### config.mk
export PLATFORM = sky130hd
export DESIGN_NAME = spike_motor_decoder_flat
export DESIGN_NICKNAME = d
export VERILOG_FILES = /design/src/rtl/spike_motor_decoder_if.sv /design/src/rtl/spike_motor_decoder.sv /design/src/flat_wrapper.sv
export SDC_FILE = /design/constraint.sdc
export NUM_CORES = 1
export LEC_CHECK = 0
export CORE_MARGIN = 2
export CORE_UTILIZATION = 59
export DETAILED_ROUTE_END_ITERATION = 8
export PLACE_DENSITY = 0.78
export SYNTH_ARGS = -nofsm -noshare
export SYNTH_HDL_FRONTEND = slang
export SYNTH_SLANG_ARGS = --single-unit
export TNS_END_PERCENT = 100
### constraint.sdc
create_clock -name clk -period 2.1 [get_ports clk]
set_clock_uncertainty 0.15 [all_clocks]
set_input_delay 0.42 -clock clk [delete_from_list [all_inputs] [get_ports clk]]
set_output_delay 0.42 -clock clk [all_outputs]
set_load 0.1 [all_outputs]
### src/rtl/spike_motor_decoder_if.sv
// Bundle between the SNN core, the spike motor decoder and the motor driver.
// Carries the enable, the two excitatory spikes, the latched command and the PWM pins.
interface spike_motor_decoder_if #(
    parameter int PWM_W = 8
);
    logic             en;
    logic [1:0]       spike_in;
    logic             cmd_valid;
    logic [PWM_W-1:0] duty_l;
    logic [PWM_W-1:0] duty_r;
    logic [1:0]       turn;
    logic             pwm_l;
    logic             pwm_r;

    // Upstream/consumer side: drives spikes and enable, observes the command and PWM.
    modport master (
        output en, spike_in,
        input  cmd_valid, duty_l, duty_r, turn, pwm_l, pwm_r
    );

    // Decoder side.
    modport slave (
        input  en, spike_in,
        output cmd_valid, duty_l, duty_r, turn, pwm_l, pwm_r
    );
endinterface

### src/rtl/spike_motor_decoder.sv
// Spike-rate to motor PWM decoder.
// Counts left/right spikes over WIN_LEN enabled cycles, turns the counts into
// saturated duty values with a one-cycle cmd_valid strobe, and drives two
// glitch-free PWM channels whose duty only changes at a period wrap.
// Optional feature macro: SPIKE_DEC_SMOOTH_EN (duty = average of old duty and new raw).
module spike_motor_decoder #(
    parameter int WIN_LEN = 1024,
    parameter int CNT_W   = 11,
    parameter int SHIFT   = 2,
    parameter int PWM_W   = 8
) (
    input logic                 clk,
    input logic                 rst,
    spike_motor_decoder_if.slave bus
);
    localparam int WIN_W = (WIN_LEN > 2) ? $clog2(WIN_LEN) : 1;
    localparam logic [WIN_W-1:0] WIN_LAST = WIN_W'(WIN_LEN - 1);
    localparam int unsigned PWM_MAX = (2 ** PWM_W) - 1;

    typedef enum logic {IDLE = 1'b0, COUNT = 1'b1} state_t;

    state_t           state_q, state_d;
    logic [WIN_W-1:0] win_cnt_q, win_cnt_d;
    logic [CNT_W-1:0] cnt_l_q, cnt_l_d, cnt_r_q, cnt_r_d;
    logic             close_q, close_d;
    logic [PWM_W-1:0] raw_l_q, raw_l_d, raw_r_q, raw_r_d;
    logic             cmd_valid_q, cmd_valid_d;
    logic [PWM_W-1:0] duty_l_q, duty_l_d, duty_r_q, duty_r_d;
    logic [1:0]       turn_q, turn_d;
    logic [PWM_W-1:0] pwm_cnt_q, pwm_cnt_d;
    logic [PWM_W-1:0] shad_l_q, shad_l_d, shad_r_q, shad_r_d;
    logic             pwm_l_q, pwm_l_d, pwm_r_q, pwm_r_d;

    function automatic logic [CNT_W-1:0] sat_inc(input logic [CNT_W-1:0] c, input logic hit);
        if (hit && (c != {CNT_W{1'b1}})) return c + CNT_W'(1);
        return c;
    endfunction

    function automatic logic [PWM_W-1:0] sat_raw(input logic [CNT_W-1:0] c);
        logic [CNT_W-1:0] s;
        int unsigned      v;
        s = c >> SHIFT;
        v = 32'(s);
        if (v > PWM_MAX) return {PWM_W{1'b1}};
        return PWM_W'(v);
    endfunction

    function automatic logic [PWM_W-1:0] next_duty(input logic [PWM_W-1:0] d,
                                                   input logic [PWM_W-1:0] r);
`ifdef SPIKE_DEC_SMOOTH_EN
        logic [PWM_W:0] sum;
        sum = {1'b0, d} + {1'b0, r};
        return sum[PWM_W:1];
`else
        logic unused_d;
        unused_d = ^d;
        return r;
`endif
    endfunction

    // Next-state logic: window/spike counting, duty update stage and PWM.
    always_comb begin
        logic [CNT_W-1:0] inc_l, inc_r;
        state_d     = state_q;
        win_cnt_d   = win_cnt_q;
        cnt_l_d     = cnt_l_q;
        cnt_r_d     = cnt_r_q;
        close_d     = 1'b0;
        raw_l_d     = raw_l_q;
        raw_r_d     = raw_r_q;
        pwm_cnt_d   = pwm_cnt_q;
        shad_l_d    = shad_l_q;
        shad_r_d    = shad_r_q;
        inc_l       = sat_inc(cnt_l_q, bus.spike_in[0]);
        inc_r       = sat_inc(cnt_r_q, bus.spike_in[1]);

        // Counting is identical in IDLE and COUNT; the first en cycle is position 0.
        if (bus.en) begin
            state_d = COUNT;
            if (win_cnt_q == WIN_LAST) begin
                // Closing-cycle spike belongs to the closing window.
                win_cnt_d = '0;
                close_d   = 1'b1;
                raw_l_d   = sat_raw(inc_l);
                raw_r_d   = sat_raw(inc_r);
                cnt_l_d   = '0;
                cnt_r_d   = '0;
            end else begin
                win_cnt_d = win_cnt_q + WIN_W'(1);
                cnt_l_d   = inc_l;
                cnt_r_d   = inc_r;
            end

            pwm_cnt_d = pwm_cnt_q + PWM_W'(1);
            // Shadows take the currently latched duty at the wrap, so a duty
            // published on the same edge lands one period later.
            if (pwm_cnt_q == {PWM_W{1'b1}}) begin
                shad_l_d = duty_l_q;
                shad_r_d = duty_r_q;
            end
        end

        // Duty/turn stage runs one edge after the close, independent of en.
        cmd_valid_d = close_q;
        duty_l_d    = duty_l_q;
        duty_r_d    = duty_r_q;
        turn_d      = turn_q;
        if (close_q) begin
            duty_l_d = next_duty(duty_l_q, raw_l_q);
            duty_r_d = next_duty(duty_r_q, raw_r_q);
            if (duty_l_d > duty_r_d)      turn_d = 2'b01;
            else if (duty_r_d > duty_l_d) turn_d = 2'b10;
            else                          turn_d = 2'b00;
        end

        pwm_l_d = bus.en && (pwm_cnt_q < shad_l_q);
        pwm_r_d = bus.en && (pwm_cnt_q < shad_r_q);
    end

    // State register with synchronous active-low reset; discards any partial window.
    always_ff @(posedge clk) begin
        if (!rst) begin
            state_q     <= IDLE;
            win_cnt_q   <= '0;
            cnt_l_q     <= '0;
            cnt_r_q     <= '0;
            close_q     <= 1'b0;
            raw_l_q     <= '0;
            raw_r_q     <= '0;
            cmd_valid_q <= 1'b0;
            duty_l_q    <= '0;
            duty_r_q    <= '0;
            turn_q      <= 2'b00;
            pwm_cnt_q   <= '0;
            shad_l_q    <= '0;
            shad_r_q    <= '0;
            pwm_l_q     <= 1'b0;
            pwm_r_q     <= 1'b0;
        end else begin
            state_q     <= state_d;
            win_cnt_q   <= win_cnt_d;
            cnt_l_q     <= cnt_l_d;
            cnt_r_q     <= cnt_r_d;
            close_q     <= close_d;
            raw_l_q     <= raw_l_d;
            raw_r_q     <= raw_r_d;
            cmd_valid_q <= cmd_valid_d;
            duty_l_q    <= duty_l_d;
            duty_r_q    <= duty_r_d;
            turn_q      <= turn_d;
            pwm_cnt_q   <= pwm_cnt_d;
            shad_l_q    <= shad_l_d;
            shad_r_q    <= shad_r_d;
            pwm_l_q     <= pwm_l_d;
            pwm_r_q     <= pwm_r_d;
        end
    end

    assign bus.cmd_valid = cmd_valid_q;
    assign bus.duty_l    = duty_l_q;
    assign bus.duty_r    = duty_r_q;
    assign bus.turn      = turn_q;
    assign bus.pwm_l     = pwm_l_q;
    assign bus.pwm_r     = pwm_r_q;
endmodule
### src/flat_wrapper.sv
// flat-port wrapper written by rule: the top's interface ports become plain ports
module spike_motor_decoder_flat 
#(
    parameter int WIN_LEN = 1024,
    parameter int CNT_W   = 11,
    parameter int SHIFT   = 2,
    parameter int PWM_W   = 8
)
  (clk, rst, bus_en, bus_spike_in, bus_cmd_valid, bus_duty_l, bus_duty_r, bus_turn, bus_pwm_l, bus_pwm_r);
  spike_motor_decoder_if #(.PWM_W(PWM_W)) bus_i ();
  input logic clk;
  input logic rst;
  input wire logic [$bits(bus_i.en)-1:0] bus_en;
  input wire logic [$bits(bus_i.spike_in)-1:0] bus_spike_in;
  output wire logic [$bits(bus_i.cmd_valid)-1:0] bus_cmd_valid;
  output wire logic [$bits(bus_i.duty_l)-1:0] bus_duty_l;
  output wire logic [$bits(bus_i.duty_r)-1:0] bus_duty_r;
  output wire logic [$bits(bus_i.turn)-1:0] bus_turn;
  output wire logic [$bits(bus_i.pwm_l)-1:0] bus_pwm_l;
  output wire logic [$bits(bus_i.pwm_r)-1:0] bus_pwm_r;
  assign bus_i.en = bus_en;
  assign bus_i.spike_in = bus_spike_in;
  assign bus_cmd_valid = bus_i.cmd_valid;
  assign bus_duty_l = bus_i.duty_l;
  assign bus_duty_r = bus_i.duty_r;
  assign bus_turn = bus_i.turn;
  assign bus_pwm_l = bus_i.pwm_l;
  assign bus_pwm_r = bus_i.pwm_r;
  spike_motor_decoder #(.WIN_LEN(WIN_LEN), .CNT_W(CNT_W), .SHIFT(SHIFT), .PWM_W(PWM_W)) u_core (.clk(clk), .rst(rst), .bus(bus_i));
endmodule
==> impl_results.md, run 1 <==
* Outcome: completed
* Number of global-route vias before repair at 3818
* Synth area leaders: dfxtp_1 (43%), ha_1 (7.4%), nand2_1 (5.4%)
* Biggest area consumer among synthesized cells: dfxtp_1
* Max-slew violations at 0
* WL final at 10390 um
* Worst-path clk slew at 0.09 ns
* Number of flops mapped to enable cells by yosys at 0
* Drt wl/cell at 15.49 um
* Worst slack, placed at -0.2437 ns
* Setup Crit Path Kind: reg -> reg
* Filler Cell Count at 549
* Worst-path fanout max at 5
* R2r startpoint: u_core.win_cnt_q[0]
* 1st-pass router iterations at 5
* Iter 0 DRT Violations at 225
* Hold path start: u_core.shad_r_q[6]
* Initial antenna violation count at 0
* R2R Path End: u_core.raw_l_q[6]
* Gr ovfl total at 0
* WHS at 0.3086 ns
* Synth Register Bits at 94
* Number of port buffers at 25
* Mapped Area at 4424 sq um
* Share of cells above drive strength 1 at 16.43%
* Sequential share of the synthesized area at 42.53%
* CP endpoint kind: flop
* Die X at 90.60 um
* Max Freq at 506.0 MHz
* CTS root buf: clkbuf_8
* Footprint of the multi-input gates at 2344 sq um
* Most common flop cell mapped by yosys: dfxtp_1
* Final Hold Viols at 0
* Tmin final at 1.976 ns
* Post-synth top cells: dfxtp_1 (94), nand2_1 (64), a21oi_1 (45), nor2_1 (45), o21ai_0 (29)
* Peak supply drop at 0.0004623 V
* CTS tree: done
* Maximum level of the CTS H-tree at 3
* Register area at 1882 sq um
* Die area at 8207 sq um
* Hold WC Path Type: reg -> reg
* Antenna viol nets, final at 0
* Slack of the critical path at 0.1236 ns
* Worst-Margin Slew at 0.6846 ns
* Final Power at 3.171 mW
* Number of vias per cell at 5.867
* CTS max path bufs at 2
* CTS Buf Count at 9
* Leak pwr at 1.982 nW
* DP HPWL at 7750 um
* Worst Hold Path EP: u_core.shad_r_q[6]
* Clock insertion delay at the later pin of the skew report at 0.37 ns
* Tot GR Track Use at 26.58%
* Share of the synthesized area in the top cell type at 42.53%
* Global placement routability congestion at 0.8618
* Post-DP Area at 5119 sq um
* Vias at 3937
* Pwr dens at 594.1 nW/um^2
* Worst rel slew slack at 54.30%
* Site row count at 31
* Num ports at 26
* DRC viols at 0
* Mapped Nets at 543
* Tcrit/Tclk final at 94.12%
* Hold depth at 2
* Flop2flop setup slack at 0.12 ns
* Max-cap violations at 0
* Dpl cells at 654
* Cell area after layout at 5336 sq um
* Syn Area/Cell at 8.641 sq um
* Largest net degree at the start of global routing at 26
* Crit path DAT at 2.08 ns
* Async S/R FF share, synth at 0%
* Ys Warns at 0
* Core box area at 7253 sq um
* Fin nets at 598
* Setup violators final at 0
* Reg2Reg Depth at 5
* Req. time, crit path at 2.21 ns
* Netlist cell types at 53
* # diodes at 0
* Count leader, synth: dfxtp_1
* Layout Area Growth over Synthesis at 20.62%
* Initial Utilization at 61.00%
* Clock Sinks at 94
* RSZ-0062 raised after global routing: true
* CP Launch Type: flop
* First-pass GRT wire length at 17880 um
* Finished Layout Cells at 671
* Chip height at 90.60 um
* Post-Synthesis Cells at 512
[critical path, stage by stage, from the launching register on]
cell	delay, ns
dfxtp_1	0.39
ha_1	0.25
nand4_2	0.13
or3_4	0.39
or3_1	0.36
o221a_1	0.21
[cell type report]
type                    count  area share, %
clock inverters             6          1.313
clock buffers              10          2.392
repair buffers             66          12.83
multi-input cells         368          43.92
inverters                  28          1.970
flip-flops and latches     94          35.26
well taps                  99          2.321
[layout by cell type (no fill, tap or decap), drive strengths merged, types with 4 or more instances in the layout]
master | synthesis | final
a21o | 4 | 4
and3 | 7 | 7
nand4 | 16 | 16
xor2 | 14 | 14
a21oi | 45 | 45
xnor2 | 6 | 6
clkbuf | 9 | 10
clkdlybuf4s50 | 0 | 4
o21ai | 29 | 29
nor3 | 7 | 7
and4 | 6 | 6
buf | 13 | 62
a221oi | 8 | 8
a31oi | 7 | 7
mux2i | 18 | 18
nand3 | 27 | 27
inv | 27 | 28
nand2 | 64 | 64
ha | 26 | 26
dfxtp | 94 | 94
or3 | 6 | 6
clkinv | 1 | 5
nor2 | 45 | 45
[per-layer routing]
layer	GRT usage [%]	routed length (um)
met5	0	0
met4	9.359	184
met3	5.175	481
met2	46.70	5331
met1	32.34	4397
[per-stage QoR]
step	setup TNS, ns	utilization, %
after global routing	-0.1071	73.57
after CTS	0	73.30
after floorplan	0	-
after global placement	-4.616	70.57
final	0	73.57
after detailed placement	-7.521	70.57
[worst max-delay path by stage]
stage / endpoint / slack [ns] / start
after global routing: u_core.raw_r_q[7] / -0.03 / u_core.cnt_r_q[0]
after detailed placement: u_core.shad_l_q[1] / -0.24 / bus_en
after global placement: u_core.raw_l_q[6] / -0.17 / bus_en
after floorplan: u_core.raw_l_q[6] / 0.20 / u_core.win_cnt_q[0]
after CTS: u_core.cnt_r_q[8] / 0.08 / u_core.win_cnt_q[0]
final: u_core.raw_l_q[6] / 0.12 / u_core.win_cnt_q[0]
[kinds of logic after synthesis]
family | count (synthesis) | synth area share [%]
AO/OA/AOI/OAI | 112 | 15.44
flip-flops | 94 | 42.53
AND/OR/NAND/NOR | 191 | 21.69
adder cells (fa/ha/maj) | 26 | 7.353
XOR/XNOR | 20 | 3.959
multiplexers | 19 | 4.327
buffers and inverters | 50 | 4.694
[repair_timing]
item	CTS	global route
setup buffers	0	1
gates resized for setup	0	3
hold buffers	0	0
endpoints found under the setup margin	0	10
[power breakdown]
group	leakage [nW]	total (mW)	switching, mW	internal (mW)
logic	1.12	0.155	0.0920	0.0627
registers	0.758	1.82	0.0202	1.80
clock network	0.101	1.20	0.640	0.559
total	1.98	3.17	0.753	2.42
[sequential cells by signal, indices dropped and copies added, names as in the netlist, 2 cells and up]
name	cells
u_core.pwm_cnt_q	8
u_core.raw_l_q	8
u_core.shad_r_q	8
u_core.win_cnt_q	10
u_core.bus.duty_l	8
u_core.bus.duty_r	8
u_core.raw_r_q	8
u_core.bus.turn	2
u_core.cnt_l_q	11
u_core.cnt_r_q	11
u_core.shad_l_q	8
No activity file was read; power rests on OpenSTA's default activity.
==> run 2: changes to the inputs <==
ABC_AREA = 0   (was default)
CORE_MARGIN = default   (was 2)
==> impl_results.md, run 2 (synthesis results as in run 1) <==
* Worst-Margin Slew at 0.4087 ns (-0.2759 ns)
* Final Power at 3.296 mW (+3.9%)
* Core box area at 7253 sq um (unchanged)
* Worst-path fanout max at 5 (unchanged)
* Register area at 1882 sq um (unchanged)
* Worst rel slew slack at 72.55% (+18 points)
* Initial antenna violation count at 0 (unchanged)
* Worst Hold Path EP: u_core.shad_l_q[4]
* Chip height at 88.60 um (-2.2%)
* Final Hold Viols at 0 (unchanged)
* CTS tree: done
* Hold depth at 2 (unchanged)
* Max-cap violations at 0 (unchanged)
* RSZ-0062 raised after global routing: true
* WL final at 10240 um (-1.5%)
* Initial Utilization at 61.00% (unchanged)
* CTS Buf Count at 9 (unchanged)
* Max Freq at 505.0 MHz (-0.20%)
* Filler Cell Count at 566 (+3.1%)
* Drt wl/cell at 15.35 um (-0.93%)
* Flop2flop setup slack at 0.12 ns (about the same)
* Die X at 88.60 um (-2.2%)
* Num ports at 26 (unchanged)
* DRC viols at 0 (unchanged)
* CP endpoint kind: flop
* # diodes at 0 (unchanged)
* Die area at 7849 sq um (-4.4%)
* # Post-CTS Setup Buffers at 0 (unchanged)
* Hold WC Path Type: reg -> reg
* CTS root buf: clkbuf_8
* Global placement routability congestion at 0.8858 (+2.8%)
* Largest net degree at the start of global routing at 21 (-19%)
* Setup violators final at 0 (unchanged)
* Maximum level of the CTS H-tree at 3 (unchanged)
* Number of port buffers at 25 (unchanged)
* CP Launch Type: flop
* First-pass GRT wire length at 16470 um (-7.9%)
* Top Registers: u_core.cnt_l_q (11), u_core.cnt_r_q (11), u_core.win_cnt_q (10)
* Iter 0 DRT Violations at 201 (-11%)
* Worst-path clk slew at 0.10 ns (about the same)
* Vias at 3821 (-2.9%)
* Final Core Density at 73.26% (-0.31 points)
* Fin nets at 594 (-0.67%)
* DP HPWL at 7590 um (-2.1%)
* Tmin final at 1.980 ns (+0.003899 ns)
* Crit path DAT at 2.07 ns (about the same)
* Clock insertion delay at the later pin of the skew report at 0.36 ns (about the same)
* Site row count at 31 (unchanged)
* Hold path start: u_core.shad_l_q[4]
* Peak supply drop at 0.0003912 V (-15%)
* Gr ovfl total at 0 (unchanged)
* Number of vias per cell at 5.729 (-2.4%)
* Reg2Reg Depth at 6 (+1)
* Setup Crit Path Kind: reg -> reg
* Footprint of the multi-input gates at 2340 sq um (-0.16%)
* Antenna viol nets, final at 0 (unchanged)
* Share of cells above drive strength 1 at 15.67% (-0.76 points)
* Leak pwr at 1.968 nW (-0.71%)
* Tot GR Track Use at 27.47% (+0.89 points)
* Critical path origin: u_core.cnt_l_q[0]
* R2R Path End: u_core.cnt_l_q[3]
* CTS max path bufs at 2 (unchanged)
* Most frequent cells in the layout: dfxtp_1 (94), nand2_1 (64), a21oi_1 (45), nor2_1 (45), buf_4 (44)
* Pwr dens at 620.2 nW/um^2 (+4.4%)
* Outcome: completed
* Req. time, crit path at 2.19 ns (-0.02 ns)
* 1st-pass router iterations at 5 (unchanged)
* Layout Area Growth over Synthesis at 20.11%
* Number of global-route vias before repair at 3590 (-6.0%)
* R2r startpoint: u_core.cnt_l_q[0]
* Commonest non-fill, non-tap cell in the layout: dfxtp_1
* Clock Sinks at 94 (unchanged)
* Tcrit/Tclk final at 94.30% (+0.19 points)
* Max-slew violations at 0 (unchanged)
## run 2: cell count changes in the layout (fill, tap and decap cells not counted)
| cell | previous run | this run |
|---|---|---|
| clkinv_4 | 3 | 2 |
| nand3_1 | 27 | 26 |
| clkinv_2 | 1 | 0 |
| bufinv_16 | 1 | 2 |
| nor4b_1 | 0 | 1 |
| clkinvlp_4 | 0 | 1 |
| buf_4 | 47 | 44 |
| nand3_2 | 0 | 1 |
| nand2_2 | 1 | 0 |
| buf_12 | 14 | 13 |
| nand2_1 | 63 | 64 |
| nor4b_2 | 1 | 0 |
## run 2: stage by stage
step | hold slack, ns | cell area (sq um) | setup slack, ns | std cells | setup TNS [ns]
2_1_floorplan | 0.2863 | 4424 | 0.1981 | 512 | 0
3_3_place_gp | 0.2923 | 5084 | -0.1673 | 651 | -4.017
3_5_place_dp | 0.2986 | 5084 | -0.2529 | 651 | -6.503
4_1_cts | 0.3120 | 5305 | 0.1234 | 667 | 0
5_1_grt | 0.3299 | 5314 | -0.02665 | 667 | -0.05749
6_report | 0.3107 | 5314 | 0.1197 | 667 | 0
## run 2: worst max path at each step
| stage | to | slack [ns] | depth (start not counted) |
|---|---|---|---|
| after global placement | u_core.raw_l_q[6] | -0.17 | 5 |
| after CTS | u_core.shad_r_q[5] | 0.12 | 8 |
| after global routing | u_core.cnt_r_q[8] | -0.03 | 6 |
| after detailed placement | u_core.shad_r_q[5] | -0.25 | 8 |
| final | u_core.cnt_l_q[3] | 0.12 | 6 |
| after floorplan | u_core.raw_l_q[6] | 0.20 | 5 |
## run 2: area by class of cell
type,count,area share [%]
timing repair buffer,62,12.08
tap,99,2.331
clock inverter,6,1.766
sequential,94,35.41
clock buffer,10,2.402
inverter,28,1.978
multi-input combinational,368,44.03
## run 2: repair_timing
item                                    4_1_cts  5_1_grt
hold buffers                                  0        0
gates resized for setup                       0        2
endpoints found under the setup margin        0       10
## run 2: worst max-delay path, stage by stage (launching register included)
cell	delay, ns
dfxtp_1	0.38
ha_1	0.26
and4_1	0.28
nand4_1	0.24
nand3_1	0.17
xor2_1	0.25
o21ai_0	0.13
## run 2: metal layers
layer	part of all wire (%)	track usage, %	vias up
met5	0	0	-
met4	2.3	12.46	0
met3	4.1	4.851	19
met2	50	46.71	89
met1	44	34.02	1784
li1	-	-	1929
## run 2: report_power, final
| part | internal (mW) | switching [mW] | total, mW |
|---|---|---|---|
| registers | 1.80 | 0.0195 | 1.82 |
| logic | 0.0602 | 0.0928 | 0.153 |
| clock network | 0.679 | 0.648 | 1.33 |
==> run 3: changes to the inputs <==
RECOVER_POWER = 50   (was default)
==> impl_results.md, run 3 (synthesis results as in run 1) <==
* Outcome: completed
* Hold-fix buffers, CTS at 0 (unchanged)
* Leak pwr at 1.887 nW (-4.1%)
* Req. time, crit path at 2.20 ns (about the same)
* # diodes at 0 (unchanged)
* Fin nets at 594 (unchanged)
* Final Power at 3.293 mW (about the same)
* Iter 0 DRT Violations at 196 (-2.5%)
* CTS root buf: clkbuf_8
* Clock insertion delay at the later pin of the skew report at 0.37 ns (about the same)
* DP HPWL at 7590 um (unchanged)
* Worst rel slew slack at 40.31% (-32 points)
* Setup Crit Path Kind: reg -> reg
* Finished Layout Cells at 667 (unchanged)
* Number of port buffers at 25 (unchanged)
* Final Hold Viols at 0 (unchanged)
* Commonest non-fill, non-tap cell in the layout: dfxtp_1
* Tcrit/Tclk final at 94.65% (+0.34 points)
* CTS tree: done
* Hold path start: u_core.shad_l_q[4]
* CTS max path bufs at 2 (unchanged)
* Filler Cell Count at 605 (+6.9%)
* Gr ovfl total at 0 (unchanged)
* Die area at 7849 sq um (unchanged)
* CP Launch Type: flop
* Setup violators final at 0 (unchanged)
* First-pass GRT wire length at 16470 um (unchanged)
* CTS Buf Count at 9 (unchanged)
* Max-slew violations at 0 (unchanged)
* Core box area at 7253 sq um (unchanged)
* Vias at 3835 (+0.37%)
* 1st-pass router iterations at 5 (unchanged)
* Drt wl/cell at 15.29 um (-0.39%)
* Clock Sinks at 94 (unchanged)
* Footprint of the multi-input gates at 2333 sq um (-0.27%)
* Max Freq at 503.1 MHz (-0.36%)
* Pwr dens at 648.8 nW/um^2 (+4.6%)
* Num ports at 26 (unchanged)
* Most frequent cells in the layout: dfxtp_1 (94), nand2_1 (64), a21oi_1 (45), nor2_1 (45), buf_4 (31)
* RSZ-0062 raised after global routing: true
* Chip height at 88.60 um (unchanged)
* Worst-path clk slew at 0.10 ns (about the same)
* Maximum level of the CTS H-tree at 3 (unchanged)
* Share of cells above drive strength 1 at 14.79% (-0.88 points)
* Crit path DAT at 2.09 ns (+0.02 ns)
* Worst-path fanout max at 5 (unchanged)
* Register area at 1882 sq um (unchanged)
* Layout Area Growth over Synthesis at 14.71%
* Critical path origin: u_core.cnt_l_q[0]
* Final Core Density at 69.97% (-3.3 points)
* Met1 Usage GRT at 34.02% (unchanged)
* Antenna viol nets, final at 0 (unchanged)
* Site row count at 31 (unchanged)
* Global placement routability congestion at 0.8858 (unchanged)
* Top Registers: u_core.cnt_l_q (11), u_core.cnt_r_q (11), u_core.win_cnt_q (10)
* WL final at 10200 um (-0.39%)
* R2r startpoint: u_core.cnt_l_q[0]
* Max-cap violations at 0 (unchanged)
* Tot GR Track Use at 27.47% (unchanged)
* Initial Utilization at 61.00% (unchanged)
* CP endpoint kind: flop
* DRC viols at 0 (unchanged)
* Worst-Margin Slew at 0.8954 ns (+0.4867 ns)
* Dpl cells at 651 (unchanged)
* Peak supply drop at 0.0003927 V (+0.41%)
* Met3 GRT Util at 4.851% (unchanged)
* Hold WC Path Type: reg -> reg
* GR Util met2 at 46.71% (unchanged)
* Busiest layer in global routing: met2
* Number of global-route vias before repair at 3590 (unchanged)
* Largest net degree at the start of global routing at 21 (unchanged)
* Die X at 88.60 um (unchanged)
* Initial antenna violation count at 0 (unchanged)
* Tmin final at 1.988 ns (+0.007242 ns)
* Number of vias per cell at 5.750 (+0.37%)
[run 3: cell types whose count changed in the layout (fill, tap and decap cells not counted)]
| cell | delta |
|---|---|
| buf_12 | -13 |
| clkbuf_2 | +22 |
| nand4_2 | -1 |
| buf_4 | -13 |
| clkbuf_1 | +4 |
| nand4_1 | +1 |
[run 3: where the power goes]
group          internal [mW]  switching [mW]
clock network          0.679           0.650
logic                 0.0562          0.0919
registers               1.80          0.0196
[run 3: worst max-delay path, stage by stage, from the launching register on]
cell and delay, ns:
dfxtp_1 0.38, ha_1 0.26, and4_1 0.28, nand4_1 0.24
nand3_2 0.18, xor2_1 0.09, a221oi_1 0.30
[run 3: per-stage QoR]
stage / setup slack [ns] / hold slack (ns) / instance area (sq um) / setup TNS (ns)
6_report: 0.1124 / 0.3108 / 5075 / 0
5_1_grt: -0.02665 / 0.3299 / 5075 / -0.06005
4_1_cts: 0.1234 / 0.3120 / 5305 / 0
3_5_place_dp: -0.2529 / 0.2986 / 5084 / -6.503
3_3_place_gp: -0.1673 / 0.2923 / 5084 / -4.017
2_1_floorplan: 0.1981 / 0.2863 / 4424 / 0
[run 3: final timing paths]
kind,end,slack (ns),depth (start not counted)
setup / recovery,u_core.raw_l_q[0],0.11,6
hold / removal,u_core.shad_l_q[4],0.31,2
setup reg to reg,u_core.raw_l_q[0],0.11,6
hold reg to reg,u_core.shad_l_q[4],0.31,2
[run 3: routing by layer]
layer | wire length, um | vias to the layer above
li1 | - | 1927
met2 | 5005 | 89
met4 | 276 | 0
met3 | 362 | 28
met5 | 0 | -
met1 | 4552 | 1791
[run 3: layout make-up]
type / count / area share (%)
inverter: 28 / 2.071
clock inverter: 6 / 1.849
tap: 99 / 2.441
sequential: 94 / 37.08
timing repair buffer: 62 / 8.062
multi-input combinational: 368 / 45.98
clock buffer: 10 / 2.515
[run 3: what timing repair did]
| action | 4_1_cts | 5_1_grt |
|---|---|---|
| setup buffers | 0 | 0 |
| gates resized for setup | 0 | 2 |
| endpoints found under the setup margin | 0 | 10 |
